<file path="src/rtl/mu0_pkg.sv">
// Shared definitions for the MU0 control path: opcodes, ALU function codes,
// sequencer state encoding and the raw (ungated) control bundle produced by
// mu0_decode.
package mu0_pkg;

  typedef enum logic [1:0] {
    StFetch = 2'b00,
    StExec  = 2'b01,
    StHalt  = 2'b10
  } state_e;

  // Opcodes, IR[15:12]
  localparam logic [3:0] OpLda = 4'd0;
  localparam logic [3:0] OpSta = 4'd1;
  localparam logic [3:0] OpAdd = 4'd2;
  localparam logic [3:0] OpSub = 4'd3;
  localparam logic [3:0] OpJmp = 4'd4;
  localparam logic [3:0] OpJge = 4'd5;
  localparam logic [3:0] OpJne = 4'd6;
  localparam logic [3:0] OpStp = 4'd7;

  // ALU function codes
  localparam logic [1:0] AluPassY = 2'b00;
  localparam logic [1:0] AluAdd   = 2'b01;
  localparam logic [1:0] AluSub   = 2'b10;
  localparam logic [1:0] AluInc   = 2'b11;

  // Control set before MemRdy / reset gating
  typedef struct packed {
    logic       asel;
    logic       ysel;
    logic [1:0] alufs;
    logic       pcsel;
    logic       pc_ce;
    logic       ir_ce;
    logic       acc_ce;
    logic       acc_oe;
    logic       mem_rq;
    logic       rnw;
  } ctrl_t;

  // LDA, STA, ADD and SUB are the only opcodes that touch memory in EXEC
  function automatic logic is_mem_op(input logic [3:0] f);
    return (f[3:2] == 2'b00);
  endfunction

endpackage

</file>
<file path="src/rtl/mu0_decode.sv">
// Combinational decode of sequencer state, opcode and accumulator flags into
// the raw control set. Register enables of memory cycles are returned
// ungated; mu0_control qualifies them with MemRdy.
// Ports:
//   state  current sequencer state
//   f      opcode IR[15:12]
//   n, z   accumulator negative / zero flags
//   ctrl   raw control bundle
module mu0_decode
  import mu0_pkg::*;
(
  input  state_e     state,
  input  logic [3:0] f,
  input  logic       n,
  input  logic       z,
  output ctrl_t      ctrl
);

  always_comb begin
    ctrl       = '0;
    ctrl.rnw   = 1'b1;
    ctrl.alufs = AluPassY;
    unique case (state)
      StFetch: begin
        ctrl.asel   = 1'b0;
        ctrl.mem_rq = 1'b1;
        ctrl.ysel   = 1'b0;
        ctrl.alufs  = AluInc;
        ctrl.pcsel  = 1'b0;
        ctrl.ir_ce  = 1'b1;
        ctrl.pc_ce  = 1'b1;
      end
      StExec: begin
        ctrl.asel = 1'b1;
        case (f)
          OpLda: begin
            ctrl.mem_rq = 1'b1;
            ctrl.ysel   = 1'b1;
            ctrl.alufs  = AluPassY;
            ctrl.acc_ce = 1'b1;
          end
          OpSta: begin
            ctrl.mem_rq = 1'b1;
            ctrl.rnw    = 1'b0;
            ctrl.acc_oe = 1'b1;
          end
          OpAdd: begin
            ctrl.mem_rq = 1'b1;
            ctrl.ysel   = 1'b1;
            ctrl.alufs  = AluAdd;
            ctrl.acc_ce = 1'b1;
          end
          OpSub: begin
            ctrl.mem_rq = 1'b1;
            ctrl.ysel   = 1'b1;
            ctrl.alufs  = AluSub;
            ctrl.acc_ce = 1'b1;
          end
          OpJmp: begin
            ctrl.pcsel = 1'b1;
            ctrl.pc_ce = 1'b1;
          end
          OpJge: begin
            ctrl.pcsel = 1'b1;
            ctrl.pc_ce = ~n;
          end
          OpJne: begin
            ctrl.pcsel = 1'b1;
            ctrl.pc_ce = ~z;
          end
          default: ;  // STP and 8-15 assert nothing
        endcase
      end
      default: ;  // StHalt: everything idle, address mux on PC
    endcase
  end

endmodule

</file>
<file path="src/rtl/mu0_control.sv">
// MU0 fetch/execute sequencer. Drives the address mux select, register clock
// enables, ALU function, PC source and the memory request handshake. A memory
// request left waiting for MEM_TIMEOUT+1 cycles halts the machine with a
// sticky Fault.
// Ports:
//   Clk, nReset              clock, asynchronous active-low reset
//   F, N, Z                  opcode and accumulator flags
//   MemRdy                   memory completes the current request
//   Asel, Ysel, ALUfs, PCsel datapath steering
//   PCce, IRce, ACCce        register enables
//   ACCoe, MemRq, RnW        memory interface
//   Halted, Fault            status
module mu0_control
  import mu0_pkg::*;
#(
  parameter int unsigned MEM_TIMEOUT = 15,
  parameter int unsigned TO_W        = 8
) (
  input  logic       Clk,
  input  logic       nReset,
  input  logic [3:0] F,
  input  logic       N,
  input  logic       Z,
  input  logic       MemRdy,
  output logic       Asel,
  output logic       Ysel,
  output logic [1:0] ALUfs,
  output logic       PCsel,
  output logic       PCce,
  output logic       IRce,
  output logic       ACCce,
  output logic       ACCoe,
  output logic       MemRq,
  output logic       RnW,
  output logic       Halted,
  output logic       Fault
);

  state_e          state_q, state_d;
  logic [TO_W-1:0] wcnt_q, wcnt_d;
  logic            fault_q, fault_d;
  ctrl_t           ctrl;
  logic            en_ok;

  mu0_decode u_decode (
    .state (state_q),
    .f     (F),
    .n     (N),
    .z     (Z),
    .ctrl  (ctrl)
  );

  always_ff @(posedge Clk or negedge nReset) begin
    if (!nReset) begin
      state_q <= StFetch;
      wcnt_q  <= '0;
      fault_q <= 1'b0;
    end else begin
      state_q <= state_d;
      wcnt_q  <= wcnt_d;
      fault_q <= fault_d;
    end
  end

  always_comb begin
    state_d = state_q;
    wcnt_d  = wcnt_q;
    fault_d = fault_q;
    if (ctrl.mem_rq && !MemRdy) begin
      // MemRdy on the timeout cycle wins, so only a still-pending request faults
      if (wcnt_q == TO_W'(MEM_TIMEOUT)) begin
        state_d = StHalt;
        fault_d = 1'b1;
      end else begin
        wcnt_d = wcnt_q + TO_W'(1);
      end
    end else begin
      unique case (state_q)
        StFetch: state_d = StExec;
        StExec:  state_d = (F == OpStp) ? StHalt : StFetch;
        StHalt:  state_d = StHalt;
        default: state_d = StFetch;
      endcase
    end
    if (state_d != state_q) begin
      wcnt_d = '0;
    end
  end

  always_comb begin
    // Enables of a memory cycle only fire when the access completes
    en_ok  = ctrl.mem_rq ? MemRdy : 1'b1;
    // Reset gating is combinational so a mid-access reset drops the request at once
    Asel   = nReset & ctrl.asel;
    Ysel   = ctrl.ysel;
    ALUfs  = ctrl.alufs;
    PCsel  = ctrl.pcsel;
    PCce   = nReset & ctrl.pc_ce & en_ok;
    IRce   = nReset & ctrl.ir_ce & en_ok;
    ACCce  = nReset & ctrl.acc_ce & en_ok;
    ACCoe  = nReset & ctrl.acc_oe;
    MemRq  = nReset & ctrl.mem_rq;
    RnW    = ~nReset | ctrl.rnw;
    Halted = (state_q == StHalt);
    Fault  = fault_q;
  end

endmodule

</file>
<file path="config.mk">
export PLATFORM = sky130hd
export DESIGN_NAME = mu0_control
export DESIGN_NICKNAME = d
export VERILOG_FILES = /design/src/rtl/mu0_pkg.sv /design/src/rtl/mu0_decode.sv /design/src/rtl/mu0_control.sv
export SDC_FILE = /design/constraint.sdc
export NUM_CORES = 1
export LEC_CHECK = 0
export BUFFER_PORTS_ARGS = -buffer_cell sky130_fd_sc_hd__buf_2
export CAP_MARGIN = 20
export CORE_UTILIZATION = 35
export CTS_CLUSTER_SIZE = 30
export DETAILED_ROUTE_END_ITERATION = 10
export PLACE_DENSITY = 0.57
export SLEW_MARGIN = 15
export SYNTH_ARGS = -nofsm -noshare
export SYNTH_HDL_FRONTEND = slang
export SYNTH_SLANG_ARGS = --single-unit
export TNS_END_PERCENT = 30
</file>
<file path="constraint.sdc">
create_clock -name Clk -period 4.4 [get_ports Clk]
set_clock_uncertainty 0.15 [all_clocks]
set_input_delay 0.44 -clock Clk [delete_from_list [all_inputs] [get_ports Clk]]
set_output_delay 0.44 -clock Clk [all_outputs]
set_load 0.01 [all_outputs]
</file>
==> flow_summary.ini, run 1 <==
[route]
postRouteAntennaNets = 0
wl_met3_um = 82
viasPerCell = 5.256
drt-total-wl_um = 1489
wl_met1_um = 679
drc = 0
first_pass_iters = 4
dr.max_layer_used = met4
drt-initial-drc-count = 10
detail_route.wl_per_cell_um = 11.91
vias = 657
dr_wl_met2_um = 699

[die]
dieArea_um2 = 2192
ios = 22
dieWidth_um = 46.82
core_um2 = 1802
die_h_um = 46.82
start_util_pct = 39.03
rows = 15

[layout]
diodes = 0
multiInputGateArea_um2 = 405.4
area_growth_pct = 23.49
drive_gt1_share_pct = 28.00
fin_cells = 125
fin_nets = 111
ff_latch_area_um2 = 275.3
fillCellCount = 181
design_area_um2 = 868.3

[setup_path]
critPathCaptureType = output port
arrival_ns = 2.01
critPathBufInv = 4
critPathSlowestCell = dlygate4sd3_1
crit_path_cell_trace = dlygate4sd3_1 -> buf_2 -> nand3b_1 -> or4_1 -> inv_1 -> buf_2
crit_required_ns = 3.81
crit_path_frequent_cell = buf_2
criticalPathCategory = input port to output port
worst_setup_path_start_kind = input port
critPathTopFamily = buffers and inverters
max_stage_delay_ns = 0.52
cp_max_fo = 13

[grt]
grt_pass1_vias = 563
antenna_found_initial = 0
grt_usage_pct = 15.81
grt_pass1_wl_um = 2394
grt-ovfl-total = 0
grt_max_degree = 14

[synthesis]
ys_warn_count = 0
syn_avg_cell_area_um2 = 9.252
yosys.area.top_type = dfrtp_1
synthDistinctLibCells = 33
mappedNetlistNets = 86
synth_top_area_share_pct = 39.15
seq_area_frac_synth_pct = 39.15
synth_seq_cells = 11
synth_area_leaders = dfrtp_1 (39%), nor2_1 (4.8%), a2111oi_4 (3.9%)
syn_area_um2 = 703.2
syn-instance-count = 76

[timing]
period_share_pct = 59.12
max_freq_mhz = 384.5
worstMarginPinSlew_ns = 0.7579
fin_crit_ns = 2.601
setup-violations-final = 0
rsz0062_at_grt = false
setup_tns_ns = 0
max_slew_margin_pct = 49.08
report.final.slew_viol_count = 0
hold_viol_final = 0

[clock_network]
cts_made_buffers = 3
root_buffer = clkbuf_4
hold_buffers = 1
clk_pin_slew_ns = 0.07
clock_latency_ns = 0.27
cts_setup_buffers = 0
clk_path_buf_depth = 2
htreeDepth = 1
clkSinkCount = 11
cts_tree = yes
cts_resized = 0

[power_and_ir_drop]
total_power_uw = 393.3
leakage_uw = 0.0004157
p_per_area_nw_per_um2 = 453.0
peakVddDrop_mv = 0.3037

[place]
globalplace.congestion = 0.8084
io_buffers = 21
post_dp_cell_area_um2 = 832.0
dp_cells = 120
dpl.hpwl_um = 1126

[run]
cap_violations = 0

[min_path]
hold_path_class = flip-flop to flip-flop

[status]
run_status = finished, final reports clean
[stage by stage]
stage | util (%) | hold slack [ns] | setup WS, ns
2_1_floorplan | - | -0.005591 | 2.440
3_3_place_gp | 46.18 | 0.1875 | 2.148
3_5_place_dp | 46.18 | 0.1837 | 2.118
4_1_cts | 48.19 | 0.3200 | 1.773
5_1_grt | 48.19 | 0.3424 | 1.677
6_report | 48.19 | 0.3163 | 1.799
[synthesized netlist by cell type]
library cell / n
nor3b_1: 2
o21ai_0: 2
o21a_1: 1
a31oi_1: 2
a31o_2: 1
nor2_1: 9
nand4_1: 3
o31ai_1: 1
clkbuf_1: 2
nand3b_1: 2
and2_1: 1
and4_1: 1
o211ai_1: 1
nor3_1: 2
ha_1: 1
mux2i_1: 1
a21oi_1: 5
and4bb_2: 1
a21boi_0: 1
nand3_1: 3
mux2_1: 1
nor4_2: 1
inv_1: 4
nand2b_1: 3
a211oi_1: 1
or4_1: 1
xor2_1: 3
a41oi_1: 1
dfrtp_1: 11
a22o_1: 2
nand2_1: 3
and3_1: 2
a2111oi_4: 1
[state kept, by name, summed over array words and instances (netlist names)]
signal,count
wcnt_q,8
Fault,1
state_q,2
[power breakdown]
group / total, uW / switching (uW) / internal, uW
registers: 161 / 40.7 / 120
clock network: 68.5 / 33.4 / 35.1
logic: 164 / 92.5 / 71.6
[cells in the final DEF, fill, tap and decap left out]
cell type,n
a21boi_0,1
nor3_1,2
xor2_1,3
a22o_1,2
nor4_2,1
nand3b_1,2
and3_1,2
buf_2,21
dfrtp_1,11
a21oi_1,5
or4_1,1
o21ai_0,2
a2111oi_4,1
o211ai_1,1
and4bb_2,1
a31oi_1,2
ha_1,1
dlygate4sd3_1,1
a41oi_1,1
clkbuf_1,1
nor2_1,9
and4_1,1
clkbuf_4,3
mux2i_1,1
and2_1,1
nand2_1,3
mux2_1,1
nor3b_1,2
nand4_1,3
inv_1,4
a211oi_1,1
o31ai_1,1
nand3_1,3
nand2b_1,3
o21a_1,1
a31o_2,1
[per-layer routing]
layer	track usage (%)	vias up
met1	20.28	304
met2	23.89	19
met5	0	-
li1	-	330
met3	5.769	4
met4	6.857	0
[final timing paths]
check	startpoint	cells after the start	to	slack, ns
max in group asynchronous	nReset	2	state_q[0]	3.46
hold / removal	Fault	1	Fault	0.32
setup reg to reg	wcnt_q[0]	5	wcnt_q[3]	2.40
hold reg to reg	Fault	1	Fault	0.32
setup / recovery	nReset	6	ACCoe	1.80
min in group asynchronous	nReset	2	wcnt_q[6]	0.43
[cell families after synthesis]
family                     after synthesis  synth area share [%]
buffers and inverters                    6                 3.203
muxes                                    2                 3.025
DFF                                     11                 39.15
xor gates and xnor gates                 3                 3.737
AOI/OAI and AO/OA                       19                 21.00
and+or+nand+nor                         34                 28.11
adders and majority gates                1                 1.779
[cell type report]
cell class                 count  share of cell area, %
clock buffer                   4                  3.026
inverter                       4                  1.729
multi-input combinational     59                  46.69
sequential                    11                  31.70
tap                           25                  3.602
timing repair buffer          22                  13.26
Note: power is estimated with default switching activity, not from simulation.
==> run 2: changes to the inputs <==
--- a/config.mk
+++ b/config.mk
@@ -10,7 +10,7 @@
 export CORE_UTILIZATION = 35
 export CTS_CLUSTER_SIZE = 30
 export DETAILED_ROUTE_END_ITERATION = 10
-export PLACE_DENSITY = 0.57
+export PLACE_DENSITY = 0.6
 export SLEW_MARGIN = 15
 export SYNTH_ARGS = -nofsm -noshare
 export SYNTH_HDL_FRONTEND = slang
==> constraint.sdc (replaced) <==
create_clock -name Clk -period 2.3 [get_ports Clk]
set_clock_uncertainty 0.15 [all_clocks]
set_input_delay 0.23 -clock Clk [delete_from_list [all_inputs] [get_ports Clk]]
set_output_delay 0.23 -clock Clk [all_outputs]
set_load 0.01 [all_outputs]
==> run 2 against run 1 <==
Global-route usage barely moved. Non-clock buffer count rose by 2. Setup slack got worse by 1.6 ns. Sequential power rose by 78%. Critical path depth fell by 3. Count of clock-buffer cells in the layout did not move. Register-to-register slack got worse by 2.0 ns. Sequential share of layout area fell by 0.54 points. Core utilization rose by 0.83 points. Combinational power rose by 110%. Final cell count rose by 1.6%.
==> flow_summary.ini, run 2 (synthesized netlist as in run 1, its figures left out) <==
[timing]
fin_crit_ns = 2.122
setup_slack_ns = 0.1782
setup-violations-final = 0
worst_hold_slack_ns = 0.1545
report.final.slew_viol_count = 0
hold_viol_final = 0
period_share_pct = 92.25
rsz0062_at_grt = false
max_slew_margin_pct = 51.08
setup_tns_ns = 0
worstMarginPinSlew_ns = 0.7283
max_freq_mhz = 471.3

[setup_path]
worst_setup_path_start_kind = flip-flop
r2r_end = wcnt_q[3]
critPathLaunch = state_q[1]
criticalPathCategory = flip-flop to output port
critPathCaptureType = output port
cp-endpoint = ACCce
cp_max_fo = 11
arrival_ns = 1.74
rrSetupSlack_ns = 0.36
rr_startpoint = wcnt_q[0]
crit_required_ns = 1.92
timing.reg2reg.worst_path_depth = 5

[clock_network]
clock_latency_ns = 0.27
root_buffer = clkbuf_4
cts_made_buffers = 3
clk_path_buf_depth = 2
htreeDepth = 1
clkSinkCount = 11
clk_pin_slew_ns = 0.07
cts_tree = yes

[route]
postRouteAntennaNets = 0
drt-total-wl_um = 1506
viasPerCell = 5.236
first_pass_iters = 4
drt-initial-drc-count = 16
vias = 665
detail_route.wl_per_cell_um = 11.86
drc = 0

[layout]
ff_latch_area_um2 = 275.3
most-common-layout-cells = buf_2 (21), dfrtp_1 (11), nor2_1 (9)
area_growth_pct = 25.62
multiInputGateArea_um2 = 405.4
regMostFlops = wcnt_q
fin_nets = 113
largest_reg_flops = 8
drive_gt1_share_pct = 29.41
fillCellCount = 191
layout_commonest_cell = buf_2
diodes = 0

[min_path]
hold_path_class = input port to flip-flop
hold_depth = 2

[die]
die_h_um = 46.82
dieWidth_um = 46.82
core_um2 = 1802
rows = 15
dieArea_um2 = 2192
start_util_pct = 39.03
ios = 22

[place]
dpl.hpwl_um = 1192
globalplace.congestion = 0.8236
post-place-ws_ns = 0.3479
io_buffers = 21

[grt]
grt-ovfl-total = 0
antenna_found_initial = 0
grt_pass1_vias = 583
grt_max_degree = 13
grt_usage_pct = 15.79
grt_pass1_wl_um = 2421

[power_and_ir_drop]
leakage_uw = 0.0004256
p_per_area_nw_per_um2 = 870.6
peakVddDrop_mv = 0.5893

[status]
run_status = finished, final reports clean

[run]
cap_violations = 0
## run 2: layer usage
metal | up-vias | track usage, % | wire (um)
li1 | 339 | - | -
met2 | 9 | 23.89 | 729
met1 | 317 | 21.88 | 720
met5 | - | 0 | 0
met3 | 0 | 6.923 | 56
met4 | 0 | 1.143 | 0
## run 2: final cells by class
| cell class | instances | area share, % |
|---|---|---|
| clock buffer | 4 | 2.975 |
| inverter | 4 | 1.700 |
| multi-input combinational | 59 | 45.89 |
| sequential | 11 | 31.16 |
| tap | 25 | 3.541 |
| timing repair buffer | 24 | 14.73 |
## run 2: what timing repair did
item / in CTS / in global routing
hold endpoints to repair: 11 / 0
endpoints found under the setup margin: 0 / 0
buffers inserted: 0 / 0
hold buffers: 1 / 0
gates resized for setup: 0 / 0
## run 2: per-stage QoR
| step | cell area [um2] | utilization (%) | cells | total power [uW] |
|---|---|---|---|---|
| 4_1_cts | 883.3 | 49.03 | 127 | 772.8 |
| 6_report | 883.3 | 49.03 | 127 | 769.1 |
| 3_5_place_dp | 847.1 | 47.01 | 122 | 640.1 |
| 2_1_floorplan | 703.2 | - | 76 | 512.1 |
| 5_1_grt | 883.3 | 49.03 | 127 | 831.4 |
| 3_3_place_gp | 847.1 | 47.01 | 122 | 637.9 |
## run 2: worst min-delay path by stage
stage	start	end	slack (ns)
after floorplan	nReset	Fault	-0.22
after detailed placement	nReset	wcnt_q[6]	0.05
final	MemRdy	state_q[0]	0.15
after CTS	MemRdy	state_q[0]	0.14
after global placement	nReset	wcnt_q[6]	0.05
after global routing	MemRdy	state_q[0]	0.15
## run 2: power breakdown
group | switching, uW | leakage, uW | internal (uW)
Clock | 63.7 | 0.0000150 | 67.1
Sequential | 56.0 | 0.000149 | 230
Combinational | 204 | 0.000261 | 148
## run 2: worst max-delay path, cell delays in order (launching register included)
cell	delay, ns
dfrtp_1	0.51
nor3_1	0.67
nor3_1	0.13
buf_2	0.17
==> run 3: changes to the inputs <==
--- a/config.mk
+++ b/config.mk
@@ -10,7 +10,7 @@
 export CORE_UTILIZATION = 35
 export CTS_CLUSTER_SIZE = 30
 export DETAILED_ROUTE_END_ITERATION = 10
-export PLACE_DENSITY = 0.6
+export PLACE_DENSITY_LB_ADDON = 0.12
 export SLEW_MARGIN = 15
 export SYNTH_ARGS = -nofsm -noshare
 export SYNTH_HDL_FRONTEND = slang
==> run 3 against run 2 <==
Wire length is 6.9% higher. Sequential share of layout area stayed put. Combinational power is 6.8% lower. Critical endpoint unchanged. Largest power group unchanged.
==> flow_summary.ini, run 3 (synthesized netlist as in run 1, its figures left out) <==
[timing]
fin_crit_ns = 2.041
setup_slack_ns = 0.2594
report.final.slew_viol_count = 0
worstMarginPinSlew_ns = 0.4829
period_share_pct = 88.72
setup_tns_ns = 0
max_slew_margin_pct = 67.56
rsz0062_at_grt = false
setup-violations-final = 0
max_freq_mhz = 490.1
hold_viol_final = 0

[place]
globalplace.congestion = 0.7760
dp_cells = 122
dpl.hpwl_um = 1202
post-place-ws_ns = 0.3545
io_buffers = 21

[grt]
grt-ovfl-total = 0
grt_max_degree = 13
antenna_found_initial = 0
grt_pass1_vias = 575
grt_usage_pct = 16.43
grt_pass1_wl_um = 2470

[setup_path]
arrival_ns = 1.66
crit_required_ns = 1.92
worst_setup_path_start_kind = flip-flop
crit_path_frequent_cell = nor3_1
critPathCaptureType = output port
critPathTopFamily = simple AND/OR/NAND/NOR gates
rr_startpoint = wcnt_q[0]
criticalPathCategory = flip-flop to output port
max_stage_delay_ns = 0.51
critPathSlowestCell = dfrtp_1
crit_path_cell_trace = o21a_1 -> nor3_1 -> nor3_1 -> buf_2
critPathBufInv = 1
cp_max_fo = 12
critPathLaunch = state_q[0]

[route]
drt-initial-drc-count = 25
drc = 0
postRouteAntennaNets = 0
detail_route.wl_per_cell_um = 12.68
first_pass_iters = 4
viasPerCell = 5.370
vias = 682
drt-total-wl_um = 1610

[min_path]
min_from = MemRdy
hold_path_class = input port to flip-flop

[power_and_ir_drop]
leakage_uw = 0.0004256
p_per_area_nw_per_um2 = 869.9
peakVddDrop_mv = 0.5055

[die]
dieArea_um2 = 2192
rows = 15
core_um2 = 1802
start_util_pct = 39.03
die_h_um = 46.82
dieWidth_um = 46.82
ios = 22

[layout]
drive_gt1_share_pct = 29.41
diodes = 0
multiInputGateArea_um2 = 405.4
layout_commonest_cell = buf_2
area_growth_pct = 25.62
ff_latch_area_um2 = 275.3
regMostFlops = wcnt_q
fin_cells = 127
most-common-layout-cells = buf_2 (21), dfrtp_1 (11), nor2_1 (9)
fin_nets = 113
fillCellCount = 193
largest_reg_flops = 8

[clock_network]
clk_path_buf_depth = 2
cts_made_buffers = 3
htreeDepth = 1
root_buffer = clkbuf_4
clk_pin_slew_ns = 0.07
cts_setup_buffers = 0
clkSinkCount = 11
clock_latency_ns = 0.27
cts_tree = yes

[status]
run_status = finished, final reports clean

[run]
cap_violations = 0
## run 3: cell counts in the layout (fill, tap and decap cells not counted)
No cell type changed its count.
## run 3: final timing paths
kind,end,slack (ns),cells after the start
worst min register to register,Fault,0.31,1
max in group asynchronous,wcnt_q[2],1.57,3
worst min-delay path,state_q[0],0.15,2
worst max register to register,wcnt_q[3],0.34,5
worst max-delay path,ACCce,0.26,4
min in group asynchronous,state_q[1],0.28,3
## run 3: area by class of cell
class                   instances  area share [%]
multi-input cells              59           45.89
flip-flops and latches         11           31.16
clock buffers                   4           2.975
well taps                      25           3.541
repair buffers                 24           14.73
inverters                       4           1.700
## run 3: stage by stage
| step | instance area (um2) | hold WS, ns | util, % | total power [uW] |
|---|---|---|---|---|
| detailed placement | 847.1 | 0.04685 | 47.01 | 633.4 |
| global placement | 847.1 | 0.03895 | 47.01 | 629.5 |
| finish | 883.3 | 0.1541 | 49.03 | 768.5 |
| global route | 883.3 | 0.1627 | 49.03 | 830.4 |
| floorplan | 703.2 | -0.2156 | - | 512.1 |
| CTS | 883.3 | 0.1605 | 49.03 | 773.9 |
## run 3: routing by layer
metal  routed length (um)  up-vias  share of wire, %  GRT usage (%)
li1                     -      339                 -              -
met1                  770      324                48          21.48
met2                  748       17                46          24.44
met3                   79        2               4.9          7.308
met4                   11        0              0.68          5.143
met5                    0        -                 0              0
## run 3: power breakdown
part	internal [uW]	switching, uW	leakage [uW]	total (uW)
clock network	67.2	65.5	0.0000150	133
logic	145	183	0.000261	328
registers	229	78.0	0.000149	307
total	442	327	0.000426	768
## run 3: repair_timing
| action | in CTS | in global routing |
|---|---|---|
| endpoints found under the setup margin | 0 | 0 |
| resized for setup | 0 | 0 |
| hold endpoints to repair | 11 | 0 |
| hold buffers | 1 | 0 |
